$ cat src/rtl/csr_unit_if.sv
// csr_unit_if: CSR access port between the execute stage (master) and csr_unit (slave).
interface csr_unit_if;
   logic        csr_en;
   logic [1:0]  csr_op;
   logic [11:0] csr_addr;
   logic [31:0] csr_wdata;
   logic [31:0] csr_rdata;
   logic        csr_illegal;
   modport master (output csr_en, csr_op, csr_addr, csr_wdata, input csr_rdata, csr_illegal);
   modport slave (input csr_en, csr_op, csr_addr, csr_wdata, output csr_rdata, csr_illegal);
endinterface

$ cat src/rtl/csr_unit.sv
// csr_unit: RV32 machine-mode CSR file with HPM counters, mcountinhibit and prioritised interrupts.
// Define CSR_VECTORED_EN to make mtvec MODE writable and vector interrupts to base + 4*cause.
module csr_unit #(
   parameter int          NUM_HPM    = 4,
   parameter int          NUM_EVENTS = 8,
   parameter int          CNT_W      = 64,
   parameter logic [31:0] HART_ID    = 32'h0,
   parameter logic [31:0] MTVEC_RST  = 32'h8000_0100
) (
   input  logic                  clk,
   input  logic                  rst,
   csr_unit_if.slave             bus,
   input  logic                  exc_valid,
   input  logic [31:0]           exc_pc,
   input  logic [4:0]            exc_cause,
   input  logic [31:0]           exc_tval,
   input  logic                  irq_take,
   input  logic [31:0]           irq_pc,
   input  logic                  mret,
   input  logic                  retire,
   input  logic [NUM_EVENTS-1:0] hpm_event,
   input  logic                  msip,
   input  logic                  mtip,
   input  logic                  meip,
   output logic                  irq_pending,
   output logic [4:0]            irq_cause,
   output logic [31:0]           trap_target,
   output logic [31:0]           mepc_o
);
   localparam int NH  = NUM_HPM > 0 ? NUM_HPM : 1;
   localparam int NC  = 3 + NH;
   localparam int EW  = NUM_EVENTS > 1 ? $clog2(NUM_EVENTS) : 1;
   localparam int EVW = 1 << EW;
   localparam logic [31:0] INH_MASK = 32'h5 | (32'((64'd1 << NUM_HPM) - 64'd1) << 3);
   function automatic logic [31:0] mtvec_fix(input logic [31:0] v);
`ifdef CSR_VECTORED_EN
      return {v[31:2], 1'b0, v[1:0] == 2'b01};
`else
      return v & 32'hFFFF_FFFC;
`endif
   endfunction
   localparam logic [31:0] MTVEC_INIT = mtvec_fix(MTVEC_RST);
   logic             mst_mie_q, mst_mie_d, mpie_q, mpie_d;
   logic [2:0]       mie_q, mie_d, mip_q, mip_d;
   logic [31:0]      mtvec_q, mtvec_d, mepc_q, mepc_d, mcause_q, mcause_d;
   logic [31:0]      mtval_q, mtval_d, mscratch_q, mscratch_d, inh_q, inh_d;
   logic [CNT_W-1:0] cnt_q [NC];
   logic [CNT_W-1:0] cnt_d [NC];
   logic [EW-1:0]    evt_q [NH];
   logic [EW-1:0]    evt_d [NH];
   logic [11:0]      a;
   logic [1:0]       op;
   logic [31:0]      mstatus, mie_v, mip_v, old, wv, base;
   logic [2:0]       en_irq;
   logic [EVW-1:0]   ev_ext;
   logic             known, illegal, cnt_sel, evt_sel, take, we;
   assign a       = bus.csr_addr;
   assign op      = bus.csr_op;
   assign mstatus = {19'b0, 2'b11, 3'b0, mpie_q, 3'b0, mst_mie_q, 3'b0};
   assign mie_v   = {20'b0, mie_q[2], 3'b0, mie_q[1], 3'b0, mie_q[0], 3'b0};
   assign mip_v   = {20'b0, mip_q[2], 3'b0, mip_q[1], 3'b0, mip_q[0], 3'b0};
   assign cnt_sel = (a[11:8] == 4'hB || a[11:8] == 4'hC) && a[6:5] == 2'b00;
   assign evt_sel = a[11:5] == 7'b0011_001;
   assign ev_ext  = EVW'(hpm_event);
   always_comb begin
      old = '0;
      known = 1'b1;
      case (a)
         12'h300: old = mstatus;
         12'h304: old = mie_v;
         12'h305: old = mtvec_q;
         12'h320: old = inh_q;
         12'h340: old = mscratch_q;
         12'h341: old = mepc_q;
         12'h342: old = mcause_q;
         12'h343: old = mtval_q;
         12'h344: old = mip_v;
         12'hF11, 12'hF12, 12'hF13: old = '0;
         12'hF14: old = HART_ID;
         default: known = 1'b0;
      endcase
      for (int k = 0; k < NC; k++)
         if (cnt_sel && k != 1 && k < 3 + NUM_HPM && a[4:0] == 5'(k)) begin
            known = 1'b1;
            old = a[7] ? 32'(cnt_q[k][CNT_W-1:32]) : cnt_q[k][31:0];
         end
      for (int i = 0; i < NUM_HPM; i++)
         if (evt_sel && a[4:0] == 5'(i + 3)) begin
            known = 1'b1;
            old = 32'(evt_q[i]);
         end
   end
   assign illegal         = !known || (a[11:10] == 2'b11 && op != 2'b00);
   assign bus.csr_illegal = illegal;
   assign bus.csr_rdata   = illegal ? '0 : old;
   assign wv = op == 2'b01 ? bus.csr_wdata : op == 2'b10 ? old | bus.csr_wdata : old & ~bus.csr_wdata;
   assign en_irq      = mie_q & mip_q;
   assign irq_pending = mst_mie_q && |en_irq;
   assign irq_cause   = !irq_pending ? 5'd0 : en_irq[2] ? 5'd11 : en_irq[0] ? 5'd3 : 5'd7;
   assign take        = irq_take && irq_pending;
   assign we          = bus.csr_en && op != 2'b00 && !illegal && !exc_valid && !take && !mret;
   assign mepc_o      = mepc_q;
   assign base        = {mtvec_q[31:2], 2'b00};
`ifdef CSR_VECTORED_EN
   assign trap_target = !exc_valid && mtvec_q[0] ? base + {25'b0, irq_cause, 2'b00} : base;
`else
   assign trap_target = base;
`endif
   always_comb begin
      mst_mie_d  = mst_mie_q;
      mpie_d     = mpie_q;
      mie_d      = mie_q;
      mip_d      = {meip, mtip, msip};
      mtvec_d    = mtvec_q;
      mepc_d     = mepc_q;
      mcause_d   = mcause_q;
      mtval_d    = mtval_q;
      mscratch_d = mscratch_q;
      inh_d      = inh_q;
      evt_d      = evt_q;
      for (int k = 0; k < NC; k++) cnt_d[k] = cnt_q[k];
      cnt_d[0] = cnt_q[0] + CNT_W'(!inh_q[0]);
      cnt_d[2] = cnt_q[2] + CNT_W'(retire && !inh_q[2]);
      for (int i = 0; i < NUM_HPM; i++)
         cnt_d[i+3] = cnt_q[i+3] + CNT_W'(ev_ext[evt_q[i]] && !inh_q[i+3]);
      if (exc_valid || take) begin
         mepc_d    = (exc_valid ? exc_pc : irq_pc) & 32'hFFFF_FFFC;
         mcause_d  = exc_valid ? {27'b0, exc_cause} : {1'b1, 26'b0, irq_cause};
         mtval_d   = exc_valid ? exc_tval : '0;
         mpie_d    = mst_mie_q;
         mst_mie_d = 1'b0;
      end else if (mret) begin
         mst_mie_d = mpie_q;
         mpie_d    = 1'b1;
      end else if (we) begin
         case (a)
            12'h300: begin
               mst_mie_d = wv[3];
               mpie_d    = wv[7];
            end
            12'h304: mie_d = {wv[11], wv[7], wv[3]};
            12'h305: mtvec_d = mtvec_fix(wv);
            12'h320: inh_d = wv & INH_MASK;
            12'h340: mscratch_d = wv;
            12'h341: mepc_d = wv & 32'hFFFF_FFFC;
            12'h342: mcause_d = wv;
            12'h343: mtval_d = wv;
            default: ;
         endcase
         // A write to one half overrides that cycle's increment and holds the other half.
         for (int k = 0; k < NC; k++)
            if (cnt_sel && a[4:0] == 5'(k))
               cnt_d[k] = a[7] ? {wv[CNT_W-33:0], cnt_q[k][31:0]} : {cnt_q[k][CNT_W-1:32], wv};
         for (int i = 0; i < NUM_HPM; i++)
            if (evt_sel && a[4:0] == 5'(i + 3)) evt_d[i] = wv[EW-1:0];
      end
   end
   always_ff @(posedge clk) begin
      if (rst) begin
         mst_mie_q  <= 1'b0;
         mpie_q     <= 1'b0;
         mie_q      <= '0;
         mip_q      <= '0;
         mtvec_q    <= MTVEC_INIT;
         mepc_q     <= '0;
         mcause_q   <= '0;
         mtval_q    <= '0;
         mscratch_q <= '0;
         inh_q      <= '0;
         for (int k = 0; k < NC; k++) cnt_q[k] <= '0;
         for (int i = 0; i < NH; i++) evt_q[i] <= '0;
      end else begin
         mst_mie_q  <= mst_mie_d;
         mpie_q     <= mpie_d;
         mie_q      <= mie_d;
         mip_q      <= mip_d;
         mtvec_q    <= mtvec_d;
         mepc_q     <= mepc_d;
         mcause_q   <= mcause_d;
         mtval_q    <= mtval_d;
         mscratch_q <= mscratch_d;
         inh_q      <= inh_d;
         cnt_q      <= cnt_d;
         evt_q      <= evt_d;
      end
   end
endmodule
$ cat src/flat_wrapper.sv
// flat-port wrapper written by rule: the top's interface ports become plain ports
module csr_unit_flat 
#(
   parameter int          NUM_HPM    = 4,
   parameter int          NUM_EVENTS = 8,
   parameter int          CNT_W      = 64,
   parameter logic [31:0] HART_ID    = 32'h0,
   parameter logic [31:0] MTVEC_RST  = 32'h8000_0100
)
  (clk, rst, exc_valid, exc_pc, exc_cause, exc_tval, irq_take, irq_pc, mret, retire, hpm_event, msip, mtip, meip, irq_pending, irq_cause, trap_target, mepc_o, bus_csr_en, bus_csr_op, bus_csr_addr, bus_csr_wdata, bus_csr_rdata, bus_csr_illegal);
  csr_unit_if bus_i ();
  input  logic clk;
  input  logic rst;
  input  logic exc_valid;
  input  logic [31:0] exc_pc;
  input  logic [4:0] exc_cause;
  input  logic [31:0] exc_tval;
  input  logic irq_take;
  input  logic [31:0] irq_pc;
  input  logic mret;
  input  logic retire;
  input  logic [NUM_EVENTS-1:0] hpm_event;
  input  logic msip;
  input  logic mtip;
  input  logic meip;
  output logic irq_pending;
  output logic [4:0] irq_cause;
  output logic [31:0] trap_target;
  output logic [31:0] mepc_o;
  input wire logic [$bits(bus_i.csr_en)-1:0] bus_csr_en;
  input wire logic [$bits(bus_i.csr_op)-1:0] bus_csr_op;
  input wire logic [$bits(bus_i.csr_addr)-1:0] bus_csr_addr;
  input wire logic [$bits(bus_i.csr_wdata)-1:0] bus_csr_wdata;
  output wire logic [$bits(bus_i.csr_rdata)-1:0] bus_csr_rdata;
  output wire logic [$bits(bus_i.csr_illegal)-1:0] bus_csr_illegal;
  assign bus_i.csr_en = bus_csr_en;
  assign bus_i.csr_op = bus_csr_op;
  assign bus_i.csr_addr = bus_csr_addr;
  assign bus_i.csr_wdata = bus_csr_wdata;
  assign bus_csr_rdata = bus_i.csr_rdata;
  assign bus_csr_illegal = bus_i.csr_illegal;
  csr_unit #(.NUM_HPM(NUM_HPM), .NUM_EVENTS(NUM_EVENTS), .CNT_W(CNT_W), .HART_ID(HART_ID), .MTVEC_RST(MTVEC_RST)) u_core (.clk(clk), .rst(rst), .bus(bus_i), .exc_valid(exc_valid), .exc_pc(exc_pc), .exc_cause(exc_cause), .exc_tval(exc_tval), .irq_take(irq_take), .irq_pc(irq_pc), .mret(mret), .retire(retire), .hpm_event(hpm_event), .msip(msip), .mtip(mtip), .meip(meip), .irq_pending(irq_pending), .irq_cause(irq_cause), .trap_target(trap_target), .mepc_o(mepc_o));
endmodule
$ cat config.mk
export PLATFORM = sky130hd
export DESIGN_NAME = csr_unit_flat
export DESIGN_NICKNAME = d
export VERILOG_FILES = /design/src/rtl/csr_unit_if.sv /design/src/rtl/csr_unit.sv /design/src/flat_wrapper.sv
export SDC_FILE = /design/constraint.sdc
export NUM_CORES = 2
export LEC_CHECK = 0
export CAP_MARGIN = 20
export CORE_MARGIN = 3
export CORE_UTILIZATION = 45
export DETAILED_ROUTE_END_ITERATION = 7
export GPL_TIMING_DRIVEN = 1
export SLEW_MARGIN = 20
export SYNTH_ARGS = -nofsm -noshare
export SYNTH_HDL_FRONTEND = slang
export SYNTH_SLANG_ARGS = --single-unit
$ cat constraint.sdc
create_clock -name clk -period 5 [get_ports clk]
set_input_delay 1 -clock clk [delete_from_list [all_inputs] [get_ports clk]]
set_output_delay 1 -clock clk [all_outputs]
set_load 0.1 [all_outputs]
==> results.ini <==
[worst_setup_path]
setup.worst_path.start_class = input port
crit_arrival_ns = 3.94
crit_fanout = 21
cp-end-kind = output port
criticalPathCategory = in -> out
cp_data_required_time_ns = 4.00

[detailed_routing]
vias_per_cell = 6.79
route.detailed.drc = 13
wl_mm = 204
firstDrtPassIters = 8
routedWlPerCell_um = 30.8
drt_iter0_drc = 7608
vias = 45000
ant_nets = 0

[finish]
fin_util_pct = 57.4
final_common_cell = nand2_1
syn2layout_area_growth_pct = 25.7
stdcell_count = 6631
fillers = 7799
drive_gt1_share_pct = 16.1
layout_common_cells = 628 x nand2_1, 574 x a21oi_1, 566 x dfxtp_1, 463 x buf_4, 460 x nor2_1
nets = 5683

[power_and_ir_drop]
power_mw = 11.4
p_leak_nw = 16.5
powerDensity_nw_per_um2 = 240
ir_worst_vdd_mv = 0.224

[placed_design]
placed_cells = 6492
dp_slack_ns = -0.316
gp_congestion = 1.08
dp_hpwl_mm = 150
port-buffer-count = 258

[yosys]
yosys.area_share.adder_pct = 0.399
syn_area_per_cell_sq_um = 7.41
yosys.area_share.simple_pct = 26.9
synth.distinct_cells = 109
synth_compound_area_share_pct = 27.2
synth_seq_cells = 566
netlist_instances = 5082
syn_area_sq_um = 37700
synth-seq-area-share_pct = 30.1
synth_edf_count = 0
synth_ff_type = dfxtp_1
synth-xor-area-share_pct = 1.77
synth_warnings = 0
ys_async_sr_fraction_pct = 0
synthMuxAreaShare_pct = 8.16
synth_top_family_by_area = compound AO/OA/AOI/OAI gates

[sta]
hold_slack_ns = 0.449
fin_crit_ns = 4.94
fmax_ghz = 0.203
rsz0062_at_grt = false
fin_skew_ns = 0.0237
fin_crit_sh_pct = 98.7
hold_viol = 0
setup_violations = 0
drv_slew = 0
timing_worst_slew_pin_value_ns = 1.20
slew_headroom_pct = 19.9
fin_ws_ns = 0.0632

[die]
start_util_pct = 45.7
die_w_um = 295
core_area_sq_um = 82500
placementRows = 105
io_pins = 268
dieArea_sq_um = 87200
die_h_um = 295

[clocking]
cts_buffers = 69
clk_latency_ns = 0.64
cts.sinks = 566
cts_tree = done
cts_htree_levels = 3
root_buffer = clkbuf_16
hold_buffers = 0
clk_path_buf_depth = 3
path_clk_slew_ns = 0.06

[run_status]
violations = design-rule violations
status = finished with violations

[global_routing]
antenna_found_initial = 11
grt_usage_pct = 45.0
grt_max_degree = 169
grt-ovfl-total = 0
grt_pass1_vias = 40000
grt_pass1_wl_mm = 289

[worst_hold_path]
hp-class = reg -> reg

[job]
maxCapViolations = 0

## critical path: stages
cell	delay [ns]
buf_2	0.29
buf_12	0.23
buf_4	0.23
or3b_2	0.50
o22ai_1	0.43
a221oi_1	0.23
nand4_1	0.33
nand2_1	0.17
nor2_1	0.27
buf_12	0.22
## layout make-up
cell class / instances / area [sq um] / area share, %
multi-input combinational: 4051 / 24700 / 52.2
sequential: 566 / 11300 / 23.9
timing repair buffer: 781 / 7550 / 15.9
clock buffer: 111 / 2110 / 4.45
tap: 1070 / 1340 / 2.83
clock inverter: 13 / 161 / 0.341
inverter: 37 / 140 / 0.296
antenna: 2 / 5.00 / 0.0106
## metrics by stage
step / TNS, ns / instance area [sq um]
detailed placement: -1.85 / 44700
floorplan: -7.70 / 37700
finish: 0 / 47300
global route: 0 / 47300
global placement: -1.23 / 44700
CTS: -0.0258 / 47000
## path summary, 6_finish.rpt
check,start,to,slack (ns),cells past startpoint
worst max-delay path,bus_csr_addr[0],bus_csr_rdata[3],0.06,10
worst min-delay path,u_core.mscratch_q[0],u_core.mscratch_q[0],0.45,2
worst max register to register,u_core.evt_q[3],u_core.cnt_q[116],0.98,13
worst min register to register,u_core.mscratch_q[0],u_core.mscratch_q[0],0.45,2
## cell families after synthesis
family / count (synthesis)
flip-flops: 566
XOR/XNOR: 76
buffers and inverters: 470
multiplexers: 278
AO/OA/AOI/OAI: 1601
other: 1
adder cells (fa/ha/maj): 12
AND/OR/NAND/NOR: 2078
## metal layers
layer / global-route usage, % / share of wire, %
met5: 0 / 0.057
met4: 26.2 / 6.7
met3: 12.1 / 14
met2: 63.3 / 40
met1: 61.7 / 39
## cell usage after synthesis, types with 36 or more instances
| library cell | instances | area, sq um |
|---|---|---|
| and3_1 | 104 | 651 |
| mux2_2 | 63 | 709 |
| nor2_1 | 472 | 1770 |
| xnor2_1 | 53 | 464 |
| o22ai_1 | 62 | 388 |
| o21ai_0 | 258 | 1290 |
| or3_1 | 36 | 225 |
| nand2_1 | 628 | 2360 |
| a22oi_1 | 63 | 473 |
| nand4_1 | 89 | 557 |
| a221oi_1 | 67 | 587 |
| o211ai_1 | 45 | 338 |
| a21oi_1 | 576 | 2880 |
| o21ai_1 | 43 | 215 |
| nor3_1 | 211 | 1060 |
| and2_1 | 41 | 257 |
| dfxtp_1 | 566 | 11300 |
| a211oi_1 | 69 | 518 |
| o21a_1 | 37 | 278 |
| a31oi_1 | 121 | 757 |
| nand3_1 | 221 | 1110 |
| nor4_1 | 65 | 407 |
| clkbuf_1 | 249 | 935 |
| buf_2 | 140 | 701 |
| mux2i_1 | 197 | 1970 |
## report_power, final
group / internal, mW / switching, mW / total [mW]
Clock: 3.04 / 2.14 / 5.18
Combinational: 0.516 / 1.06 / 1.57
Sequential: 4.56 / 0.0554 / 4.62
## flip-flops by register name, summed over array words and instances, names as in the netlist
signal / flops
u_core.mst_mie_q: 1
u_core.mip_q: 3
u_core.mepc_o: 30
u_core.mtval_q: 32
u_core.evt_q: 12
u_core.mie_q: 3
u_core.mcause_q: 32
u_core.inh_q: 6
u_core.mtvec_q: 30
u_core.mpie_q: 1
u_core.mscratch_q: 32
u_core.cnt_q: 384
## timing repair
action / CTS / global route
pin swaps: 0 / 9
buffers inserted: 0 / 11
resized for setup: 15 / 41
cloned: 0 / 2
endpoints found under the setup margin: 18 / 29
(Power assumes the default switching activity.)
